$ cat config.mk
export PLATFORM = sky130hd
export DESIGN_NAME = ble_scan_controller
export DESIGN_NICKNAME = d
export VERILOG_FILES = /design/src/rtl/ble_pkg.sv /design/src/rtl/ble_chan_sel.sv /design/src/rtl/ble_scan_controller.sv
export SDC_FILE = /design/constraint.sdc
export NUM_CORES = 1
export LEC_CHECK = 0
export BUFFER_PORTS_ARGS = -buffer_cell sky130_fd_sc_hd__buf_2
export CORE_ASPECT_RATIO = 0.7
export CORE_MARGIN = 5
export CORE_UTILIZATION = 49
export CTS_CLUSTER_SIZE = 24
export DETAILED_ROUTE_END_ITERATION = 10
export GPL_TIMING_DRIVEN = 0
export PLACE_DENSITY = 0.77
export SETUP_SLACK_MARGIN = 0.1
export SYNTH_ARGS = -nofsm -noshare
export SYNTH_HDL_FRONTEND = slang
export SYNTH_HIERARCHICAL = 1
export SYNTH_SLANG_ARGS = --single-unit
$ cat constraint.sdc
create_clock -name symbol_clk -period 2.3 [get_ports symbol_clk]
set_clock_uncertainty 0.1 [all_clocks]
set_input_delay 0.23 -clock symbol_clk [delete_from_list [all_inputs] [get_ports symbol_clk]]
set_output_delay 0.23 -clock symbol_clk [all_outputs]
set_load 0.01 [all_outputs]
$ cat src/rtl/ble_pkg.sv
// ---------------------------------------------------------------------------
// ble_pkg
// Shared definitions for the BLE advertising-channel scan controller:
//   - advertising channel indices 37/38/39
//   - scan FSM state encoding
//   - advertising access address driven to the sniffer
//   - helpers that map a channel index onto its chan_mask bit
// ---------------------------------------------------------------------------
package ble_pkg;

   localparam logic [5:0]  CH_ADV37        = 6'd37;
   localparam logic [5:0]  CH_ADV38        = 6'd38;
   localparam logic [5:0]  CH_ADV39        = 6'd39;
   localparam logic [31:0] ADV_ACCESS_ADDR = 32'h8E89BED6;

   typedef enum logic [1:0] {
      ST_IDLE   = 2'd0,
      ST_SETTLE = 2'd1,
      ST_LISTEN = 2'd2,
      ST_REPORT = 2'd3
   } scan_state_t;

   // Lowest-numbered enabled advertising channel (39 when mask is empty).
   function automatic logic [5:0] lowest_chan(input logic [2:0] mask);
      logic [5:0] result;
      if (mask[0])      result = CH_ADV37;
      else if (mask[1]) result = CH_ADV38;
      else              result = CH_ADV39;
      return result;
   endfunction

   // True when the given channel is enabled in the mask.
   function automatic logic chan_enabled(input logic [5:0] ch, input logic [2:0] mask);
      logic result;
      case (ch)
         CH_ADV37: result = mask[0];
         CH_ADV38: result = mask[1];
         CH_ADV39: result = mask[2];
         default:  result = 1'b0;
      endcase
      return result;
   endfunction

endpackage

$ cat src/rtl/ble_chan_sel.sv
// ---------------------------------------------------------------------------
// ble_chan_sel
// Combinational next-enabled-channel picker. Walks 37 -> 38 -> 39 -> 37
// starting after the current channel and returns the first enabled one.
// With a single channel enabled this returns that channel; with an empty
// mask the current channel is returned unchanged.
// Ports:
//   i_channel       current advertising channel (37..39)
//   i_chan_mask     bit0 = 37, bit1 = 38, bit2 = 39
//   o_next_channel  next enabled channel in hop order
// ---------------------------------------------------------------------------
module ble_chan_sel
   import ble_pkg::*;
(
   input  logic [5:0] i_channel,
   input  logic [2:0] i_chan_mask,
   output logic [5:0] o_next_channel
);

   always_comb begin
      o_next_channel = i_channel;
      case (i_channel)
         CH_ADV37: begin
            if (i_chan_mask[1])      o_next_channel = CH_ADV38;
            else if (i_chan_mask[2]) o_next_channel = CH_ADV39;
            else if (i_chan_mask[0]) o_next_channel = CH_ADV37;
         end
         CH_ADV38: begin
            if (i_chan_mask[2])      o_next_channel = CH_ADV39;
            else if (i_chan_mask[0]) o_next_channel = CH_ADV37;
            else if (i_chan_mask[1]) o_next_channel = CH_ADV38;
         end
         default: begin
            if (i_chan_mask[0])      o_next_channel = CH_ADV37;
            else if (i_chan_mask[1]) o_next_channel = CH_ADV38;
            else if (i_chan_mask[2]) o_next_channel = CH_ADV39;
         end
      endcase
   end

endmodule

$ cat src/rtl/ble_scan_controller.sv
// ---------------------------------------------------------------------------
// ble_scan_controller
// Periodic scan across BLE advertising channels 37/38/39. Each dwell is a
// SETTLE phase (sniffer disabled, re-arming dewhitening/CRC) followed by a
// LISTEN phase; both phases consume the dwell budget. A rising edge of
// i_packet_detected while listening captures length/channel into a
// valid/ready event and pauses the dwell until the event is accepted.
// Ports:
//   symbol_clk, rst      clock (posedge) / async active-low reset
//   i_scan_en            scanning requested
//   i_chan_mask          channel enables (bit0=37, bit1=38, bit2=39)
//   i_dwell_cycles       dwell length per channel (0 treated as 1)
//   i_packet_detected    sniffer packet flag (edge detected)
//   i_packet_len         sniffer packet length
//   o_sniffer_en         sniffer enable
//   o_channel            channel index to the sniffer
//   o_evt_valid/i_evt_ready, o_evt_channel, o_evt_len   event interface
//   o_pkt_count          saturating packet counter
//   o_scan_busy          high whenever not IDLE
//   o_acc_addr           advertising access address for the sniffer
// ---------------------------------------------------------------------------
module ble_scan_controller
   import ble_pkg::*;
#(
   parameter int SETTLE_CYCLES = 4,
   parameter int DWELL_W       = 16,
   parameter int CNT_W         = 16
) (
   input  logic               symbol_clk,
   input  logic               rst,
   input  logic               i_scan_en,
   input  logic [2:0]         i_chan_mask,
   input  logic [DWELL_W-1:0] i_dwell_cycles,
   input  logic               i_packet_detected,
   input  logic [8:0]         i_packet_len,
   output logic               o_sniffer_en,
   output logic [5:0]         o_channel,
   output logic               o_evt_valid,
   input  logic               i_evt_ready,
   output logic [5:0]         o_evt_channel,
   output logic [8:0]         o_evt_len,
   output logic [CNT_W-1:0]   o_pkt_count,
   output logic               o_scan_busy,
   output logic [31:0]        o_acc_addr
);

   localparam int               SET_W       = (SETTLE_CYCLES > 1) ? $clog2(SETTLE_CYCLES) : 1;
   localparam logic [SET_W-1:0] SETTLE_LAST = SET_W'(SETTLE_CYCLES - 1);

   scan_state_t        r_state;
   logic [SET_W-1:0]   r_settle_cnt;
   logic [DWELL_W-1:0] r_dwell_cnt;
   logic               r_pd_q;
   logic               r_sniffer_en;
   logic [5:0]         r_channel;
   logic               r_evt_valid;
   logic [5:0]         r_evt_channel;
   logic [8:0]         r_evt_len;
   logic [CNT_W-1:0]   r_pkt_count;
   logic               r_scan_busy;

   logic [5:0]         w_next_chan;
   logic [DWELL_W-1:0] w_dwell_last;
   logic [DWELL_W-1:0] w_dwell_inc;
   logic               w_dwell_expired;
   logic               w_stop;
   logic               w_pkt_edge;
   logic               w_handshake;

   ble_chan_sel u_chan_sel (
      .i_channel      (r_channel),
      .i_chan_mask    (i_chan_mask),
      .o_next_channel (w_next_chan)
   );

   assign w_dwell_last    = (i_dwell_cycles == '0) ? '0 : i_dwell_cycles - DWELL_W'(1);
   // Saturating increment keeps the counter from wrapping past a huge dwell
   // while SETTLE keeps counting after a resumed REPORT.
   assign w_dwell_inc     = (r_dwell_cnt == '1) ? r_dwell_cnt : r_dwell_cnt + DWELL_W'(1);
   // >= rather than == so a dwell shorter than the settle phase still ends.
   assign w_dwell_expired = (r_dwell_cnt >= w_dwell_last);
   assign w_stop          = !i_scan_en || (i_chan_mask == 3'b000);
   assign w_pkt_edge      = i_packet_detected && !r_pd_q;
   assign w_handshake     = r_evt_valid && i_evt_ready;

   always_ff @(posedge symbol_clk or negedge rst) begin
      if (!rst) begin
         r_state       <= ST_IDLE;
         r_settle_cnt  <= '0;
         r_dwell_cnt   <= '0;
         r_pd_q        <= 1'b0;
         r_sniffer_en  <= 1'b0;
         r_channel     <= CH_ADV37;
         r_evt_valid   <= 1'b0;
         r_evt_channel <= '0;
         r_evt_len     <= '0;
         r_pkt_count   <= '0;
         r_scan_busy   <= 1'b0;
      end else begin
         r_pd_q <= i_packet_detected;
         case (r_state)
            ST_IDLE: begin
               if (!w_stop) begin
                  r_state      <= ST_SETTLE;
                  r_scan_busy  <= 1'b1;
                  r_channel    <= lowest_chan(i_chan_mask);
                  r_settle_cnt <= '0;
                  r_dwell_cnt  <= '0;
               end
            end
            ST_SETTLE: begin
               if (w_stop) begin
                  r_state      <= ST_IDLE;
                  r_scan_busy  <= 1'b0;
                  r_sniffer_en <= 1'b0;
                  r_settle_cnt <= '0;
                  r_dwell_cnt  <= '0;
               end else begin
                  r_dwell_cnt <= w_dwell_inc;
                  if (r_settle_cnt == SETTLE_LAST) begin
                     r_settle_cnt <= '0;
                     if (w_dwell_expired) begin
                        // Budget used up by settling alone: hop without listening.
                        r_channel   <= w_next_chan;
                        r_dwell_cnt <= '0;
                     end else begin
                        r_state      <= ST_LISTEN;
                        r_sniffer_en <= 1'b1;
                     end
                  end else begin
                     r_settle_cnt <= r_settle_cnt + SET_W'(1);
                  end
               end
            end
            ST_LISTEN: begin
               if (w_stop) begin
                  r_state      <= ST_IDLE;
                  r_scan_busy  <= 1'b0;
                  r_sniffer_en <= 1'b0;
                  r_settle_cnt <= '0;
                  r_dwell_cnt  <= '0;
               end else if (w_pkt_edge) begin
                  // Packet wins over a coincident expiry; the counter stays put
                  // so the hop decision is taken again after REPORT.
                  r_state       <= ST_REPORT;
                  r_sniffer_en  <= 1'b0;
                  r_evt_valid   <= 1'b1;
                  r_evt_len     <= i_packet_len;
                  r_evt_channel <= r_channel;
                  if (r_pkt_count != '1) r_pkt_count <= r_pkt_count + CNT_W'(1);
               end else if (w_dwell_expired) begin
                  r_state      <= ST_SETTLE;
                  r_sniffer_en <= 1'b0;
                  r_channel    <= w_next_chan;
                  r_dwell_cnt  <= '0;
                  r_settle_cnt <= '0;
               end else begin
                  r_dwell_cnt <= w_dwell_inc;
               end
            end
            ST_REPORT: begin
               if (w_handshake) begin
                  r_evt_valid <= 1'b0;
                  if (w_stop) begin
                     r_state      <= ST_IDLE;
                     r_scan_busy  <= 1'b0;
                     r_settle_cnt <= '0;
                     r_dwell_cnt  <= '0;
                  end else begin
                     r_state      <= ST_SETTLE;
                     r_settle_cnt <= '0;
                     // Hop if the dwell ran out, or the mask dropped this channel.
                     if (w_dwell_expired || !chan_enabled(r_channel, i_chan_mask)) begin
                        r_channel   <= w_next_chan;
                        r_dwell_cnt <= '0;
                     end
                  end
               end
            end
            default: begin
               r_state      <= ST_IDLE;
               r_scan_busy  <= 1'b0;
               r_sniffer_en <= 1'b0;
               r_evt_valid  <= 1'b0;
            end
         endcase
      end
   end

   assign o_sniffer_en  = r_sniffer_en;
   assign o_channel     = r_channel;
   assign o_evt_valid   = r_evt_valid;
   assign o_evt_channel = r_evt_channel;
   assign o_evt_len     = r_evt_len;
   assign o_pkt_count   = r_pkt_count;
   assign o_scan_busy   = r_scan_busy;
   assign o_acc_addr    = ADV_ACCESS_ADDR;

endmodule

Word level (Yosys, flattened, before mapping)
Cells that the tools add are included.
- bits in registers: 61
- input bits: 33
- add/sub/neg operators: 4
- magnitude comparators: 1
- equality and inequality tests: 24
- multiplexer cells: 71
- bitwise logic cells: 1
- reductions and logical operators: 22
- operators with widths (cell ; number):
    2-to-1 mux 16 bit ; 11
    2-to-1 mux 6 bit ; 18
    case mux 16 bit (4 select lines) ; 1
    adder 16 x 1 -> 16 bit, second input constant ; 2
    2-to-1 mux 2 bit ; 16
    case mux 6 bit (4 select lines) ; 1
    AND reduction 4 bit ; 5
    equality test 6 bit, second input constant ; 3
    inequality test 2 bit, second input constant ; 9
    2-to-1 mux 1 bit ; 17
    equality test 16 bit, second input constant ; 1
    >= comparator 16 bit ; 1
    logical NOT 16 bit ; 1
    inequality test 16 bit, second input constant ; 1
    case mux 2 bit (4 select lines) ; 2
    subtractor 16 x 1 -> 16 bit, second input constant ; 1
    inequality test 3 bit, second input constant ; 5
    case mux 6 bit (2 select lines) ; 1
    AND reduction 8 bit ; 1
    equality test 2 bit, second input constant ; 3
    case mux 1 bit (3 select lines) ; 2
    AND reduction 5 bit ; 1
    inequality test 4 bit, second input constant ; 1
    case mux 1 bit (2 select lines) ; 2
    other kinds (12) ; 17

Logic depth before layout (Yosys ltp)
- word-level depth: 11
- depth in mapped cells: 17

Cells and area by module
The synthesis kept the hierarchy.
- by module, submodules not included (module ; instances ; cells each ; area an instance (um2)):
    ble_scan_controller ; 1 ; 433 ; 4144.0
    ble_chan_sel ; 1 ; 18 ; 135.1

Worst setup path before layout
Ideal clock, no wire load.
- path kind: input to register
- start: in i_dwell_cycles[9]
- end: reg r_state[1]
- arrival: 3.358 ns
- data required time: 2.072 ns
- setup slack: -1.286 ns
- cell stages on the path: 16
- path through: or4_1 > nor4_1 > nand2b_1 > nor2_1 > nand3_1 > nor3_1 > a21oi_1 > ha_1 > nand4_1 > nor3_1 > a31oi_2 > and2_1 > buf_4 > a21oi_2 > a211oi_2 > mux2_1
- longest elaborated chain between the ends: 5
- RTL lines (what ; line ; text):
    start: declaration ; ble_scan_controller.sv:33 ; input logic [DWELL_W-1:0] i_dwell_cycles,
    subtractor 16 x 1 -> 16 bit / logical NOT 16 bit (equally long branches) ; ble_scan_controller.sv:76 ; assign w_dwell_last = (i_dwell_cycles == '0) ? '0 : i_dwell_cycles - DWELL_W'(1);
    2-to-1 mux 16 bit (*) ; ble_scan_controller.sv:76 ;
    >= comparator 16 bit (*) ; ble_scan_controller.sv:81 ; assign w_dwell_expired = (r_dwell_cnt >= w_dwell_last);
    inequality test 4 bit (no line) / inequality test 3 bit (equally long branches) ; - ;
    AND reduction 5 bit (no line) (*) ; - ;
    end signal: assignment ; ble_scan_controller.sv:88 ; r_state <= ST_IDLE;
    end signal: assignment ; ble_scan_controller.sv:104 ; r_state <= ST_SETTLE;
    end signal: assignment ; ble_scan_controller.sv:113 ; r_state <= ST_IDLE;
    end: declaration ; ble_scan_controller.sv:50 ; scan_state_t r_state;
Every way passes the cells marked *; elsewhere a longest branch is shown, timed or not.
A chain may end at the register's enable or synchronous reset.

Final worst setup path
- start: in i_dwell_cycles[9]
- end: reg r_dwell_cnt[7]
- longest elaborated chain between the ends: 7
- RTL lines (what ; line ; text):
    subtractor 16 x 1 -> 16 bit / logical NOT 16 bit (equally long branches) ; ble_scan_controller.sv:76 ;
    2-to-1 mux 16 bit (*) ; ble_scan_controller.sv:76 ;
    >= comparator 16 bit (*) ; ble_scan_controller.sv:81 ;
    2-to-1 mux 16 bit ; ble_scan_controller.sv:122, ble_scan_controller.sv:151 ;
    2-to-1 mux 16 bit, on equally long branches ; ble_scan_controller.sv:142, ble_scan_controller.sv:120 ;
    2-to-1 mux 16 bit, on equally long branches ; ble_scan_controller.sv:136, ble_scan_controller.sv:112 ;
    case mux 16 bit (4 select lines) ; ble_scan_controller.sv:101 ; case (r_state)
    end signal: assignment ; ble_scan_controller.sv:119 ; r_dwell_cnt <= w_dwell_inc;
    end signal: assignment ; ble_scan_controller.sv:158 ; r_dwell_cnt <= w_dwell_inc;
    end: declaration ; ble_scan_controller.sv:52 ; logic [DWELL_W-1:0] r_dwell_cnt;
Every way passes the cells marked *; elsewhere a longest branch is shown, timed or not. The select of a mux whose other input is x is not followed.

==> run_results.csv <==
group,metric,value,unit
timing,setup_viol,27,
route,final_antenna_net_count,0,
outcome,violations,"setup timing",
synthesis,synth_edf_count,0,
timing,period_needed,3.431,ns
floorplanning,die_h,88.19,µm
placement,dp_hpwl,8.032,mm
timing,setup_tns,-27.95,ns
synthesis,yosysTopAreaCell,"dfrtp_1",
min_path,min_path_type,"in2reg",
clocking,clock-sinks,61,
synthesis,ys_seq_area_frac,0.3576,
power_and_ir_drop,internal-power,3.088,mW
setup_path,end_kind,"flop",
clocking,cts_buffers,9,
synthesis,yosys.area_share.simple,0.2152,
setup_path,crit_required,2.41,ns
global_routing,grt_max_degree,62,
route,met2_length,5.516,mm
route,post-route-drc-count,0,
synthesis,async_flop_share,1.000,
route,wl_met1,5.046,mm
synthesis,synthesis.area,4279,µm²
timing,fmax,0.2915,GHz
outcome,status,"finished with violations",
synthesis,netlist_top_cells_area,"dfrtp_1 (34%), ha_1 (7.6%), buf_4 (6.0%), mux2_2 (4.5%), nand2_1 (3.9%)",
synthesis,yosysWarnings,6,
final_layout,nNetsFinal,645,
power_and_ir_drop,seqPwrFrac,0.285,
synthesis,synth_top_family_by_area,"simple AND/OR/NAND/NOR gates",
timing,hold_violations,0,
synthesis,synth_cells,451,
floorplanning,rows,28,
final_layout,num_antenna_cells,0,
floorplanning,die_w,121.7,µm
route,via_per_inst,5.506,
global_routing,antenna_found_initial,0,
synthesis,syn_area_per_cell,9.488,µm²
synthesis,ys_ff_latch,61,
global_routing,grt_pass1_wl,18.30,mm
timing,final.period_utilization,1.492,
power_and_ir_drop,p_leak,2.748,nW
job,cap_violations,0,
setup_path,critPathMaxFanout,10,
power_and_ir_drop,peakVddDrop,0.4618,mV
global_routing,grt_pass1_vias,3745,
route,wl_met3,674,µm
route,drt-pass1-iter-count,5,
floorplanning,die_area,10730,µm²
route,drtIter0Drc,351,
clocking,clkLatencyLatePin,0.33,ns
synthesis,synth_xor_area_frac,0.05322,
route,top_layer,"met4",
synthesis,synth_compound_area_frac,0.1547,
route,wl_per_cell,16.12,µm
power_and_ir_drop,pwr-share-clk,0.281,
placement,port_buffers,72,
timing,tightest_slew,0.8752,ns
synthesis,synth-main-ff-cell,"dfrtp_1",
setup_path,cp-startpoint,"i_dwell_cycles[9]",
final_layout,drive_above_1_share,0.3909,
timing,final_max_slew_viol_count,0,
timing,timing.final.ws_setup,-1.131,ns
synthesis,synth_cell_types,67,
synthesis,yosysMostFrequentCell,"dfrtp_1",
clocking,cts_tree,"yes",
setup_path,rrSetupSlack,-0.39,ns
final_layout,fillers,618,
global_routing,grt-ovfl-total,0,
setup_path,rr_startpoint,"r_dwell_cnt[0]",
setup_path,critical_path_arrival,3.54,ns
floorplanning,initial_core_util,0.5047,
power_and_ir_drop,p_per_area,853.2,nW/µm²
synthesis,muxShareOfSynthArea,0.05965,
floorplanning,io_pins,105,
global_routing,grt_usage,0.2150,
timing,hold_ws,0.03104,ns
clocking,cts-root-buf,"clkbuf_16",
setup_path,timing.rr.end,"r_dwell_cnt[7]",
timing,rsz0062_at_grt,"true",
power_and_ir_drop,combPwrFrac,0.433,
floorplanning,coreArea,8478,µm²
timing,slew_headroom,0.4121,
setup_path,crit_path_end,"r_dwell_cnt[7]",
synthesis,synth-adder-area-share,0.07602,
setup_path,path_class,"in2reg",
clocking,htree_levels,3,
clocking,path_clk_slew,0.05,ns
setup_path,rr_worst_depth,11,
final_layout,syn_to_final_growth,34.04,%
route,vias,3915,
placement,gp_congestion,0.8867,
route,totalWireLength,11.46,mm
power_and_ir_drop,power.switching,1.806,mW
power_and_ir_drop,switching_share,0.3691,
synthesis,synth_common_cells,"dfrtp_1 (58), nand2_1 (45), buf_4 (34), nor2_1 (27), ha_1 (26)",
final_layout,utilization,0.6765,
synthesis,yosysTopAreaCellShare,0.3392,
setup_path,start_kind,"input port",
clocking,cts_buffer_depth,2,
==> final cells by class <==
class	instances	area [µm²]	share of cell area
clock inverter	5	58.81	0.01025
clock buffer	11	252.7	0.04407
timing repair buffer	94	571.8	0.09969
sequential	61	1530	0.2668
buffer	41	326.6	0.05694
multi-input combinational	364	2789	0.4863
tap	120	150.1	0.02618
inverter	15	56.30	0.009817
==> power groups by stage <==
stage | Clock [mW] | Sequential (mW) | Combinational, mW
after detailed placement | 0 | 1.40 | 1.65
after floorplan | 0 | 1.43 | 1.17
after global placement | 0 | 1.38 | 1.59
final | 1.38 | 1.40 | 2.12
after global routing | 1.45 | 1.42 | 2.29
after CTS | 1.39 | 1.39 | 1.90
==> timing repair <==
item                                   4_1_cts  5_1_grt
resized for setup                           22       34
pin swaps                                   13       14
endpoints found under the hold margin        1       58
cloned                                       1        1
setup endpoints to repair                   32       32
hold buffers                                 1        1
setup buffers                               15        5
==> kinds of logic (layout without fill, tap and decap cells) <==
family / Yosys count / count (layout)
AOI/OAI and AO/OA: 86 / 86
xor gates and xnor gates: 26 / 26
other: 2 / 32
and+or+nand+nor: 171 / 171
muxes: 23 / 23
buffers and inverters: 56 / 166
DFF: 61 / 61
adders and majority gates: 26 / 26
==> worst min path at each step <==
stage / cells after the start / slack (ns) / end / start
finish: 2 / 0.03 / o_evt_len[7] / i_packet_len[7]
global route: 2 / 0.02 / o_evt_len[7] / i_packet_len[7]
CTS: 2 / 0.03 / o_evt_len[7] / i_packet_len[7]
detailed placement: 1 / 0.28 / r_pd_q / i_packet_detected
global placement: 1 / 0.27 / r_pd_q / i_packet_detected
floorplan: 0 / -0.17 / o_channel[1] / rst
==> stage by stage <==
| stage | instances | power, mW | area (µm²) | setup slack, ns |
|---|---|---|---|---|
| 6_report | 711 | 4.894 | 5736 | -1.131 |
| 5_1_grt | 711 | 5.158 | 5736 | -1.260 |
| 4_1_cts | 706 | 4.678 | 5585 | -1.123 |
| 3_5_place_dp | 673 | 3.052 | 5032 | -1.646 |
| 3_3_place_gp | 673 | 2.979 | 5032 | -1.537 |
| 2_1_floorplan | 481 | 2.593 | 4522 | -1.040 |
==> state kept, by name (all words and copies together), names as in the netlist <==
name           flops
r_settle_cnt       2
o_evt_channel      6
r_pd_q             1
o_channel          6
r_dwell_cnt       16
r_state            2
o_sniffer_en       1
o_evt_len          9
o_evt_valid        1
o_scan_busy        1
o_pkt_count       16
==> critical path, stage by stage <==
cell      delay, ns
buf_6          0.09
or4_4          0.56
nor4_4         0.22
nand2b_1       0.16
nor2_4         0.16
nand2_1        0.12
buf_6          0.17
nand2_1        0.09
ha_1           0.24
nand4_1        0.17
inv_1          0.08
a22oi_2        0.29
buf_4          0.18
nand3_4        0.08
a31oi_4        0.23
buf_6          0.16
nand2_8        0.08
o41ai_2        0.23
==> layer usage <==
layer	vias to the layer above	track usage
met5	-	0
met1	1906	0.2881
met2	141	0.3514
met3	24	0.04519
li1	1844	-
met4	0	0.07019
==> cells in the final DEF, fill, tap and decap left out, drive strengths merged, types with 13 or more instances in the layout <==
cell   synthesis  layout
nor3          15      15
o21ai         13      13
xor2          13      13
xnor2         13      13
nor2          27      27
inv           15      15
dfrtp         58      58
ha            26      26
nand2         46      46
nand3         24      24
conb           2      32
buf           41     133
a21oi         23      23
mux2          20      20
No activity file was read; power rests on OpenSTA's default activity.
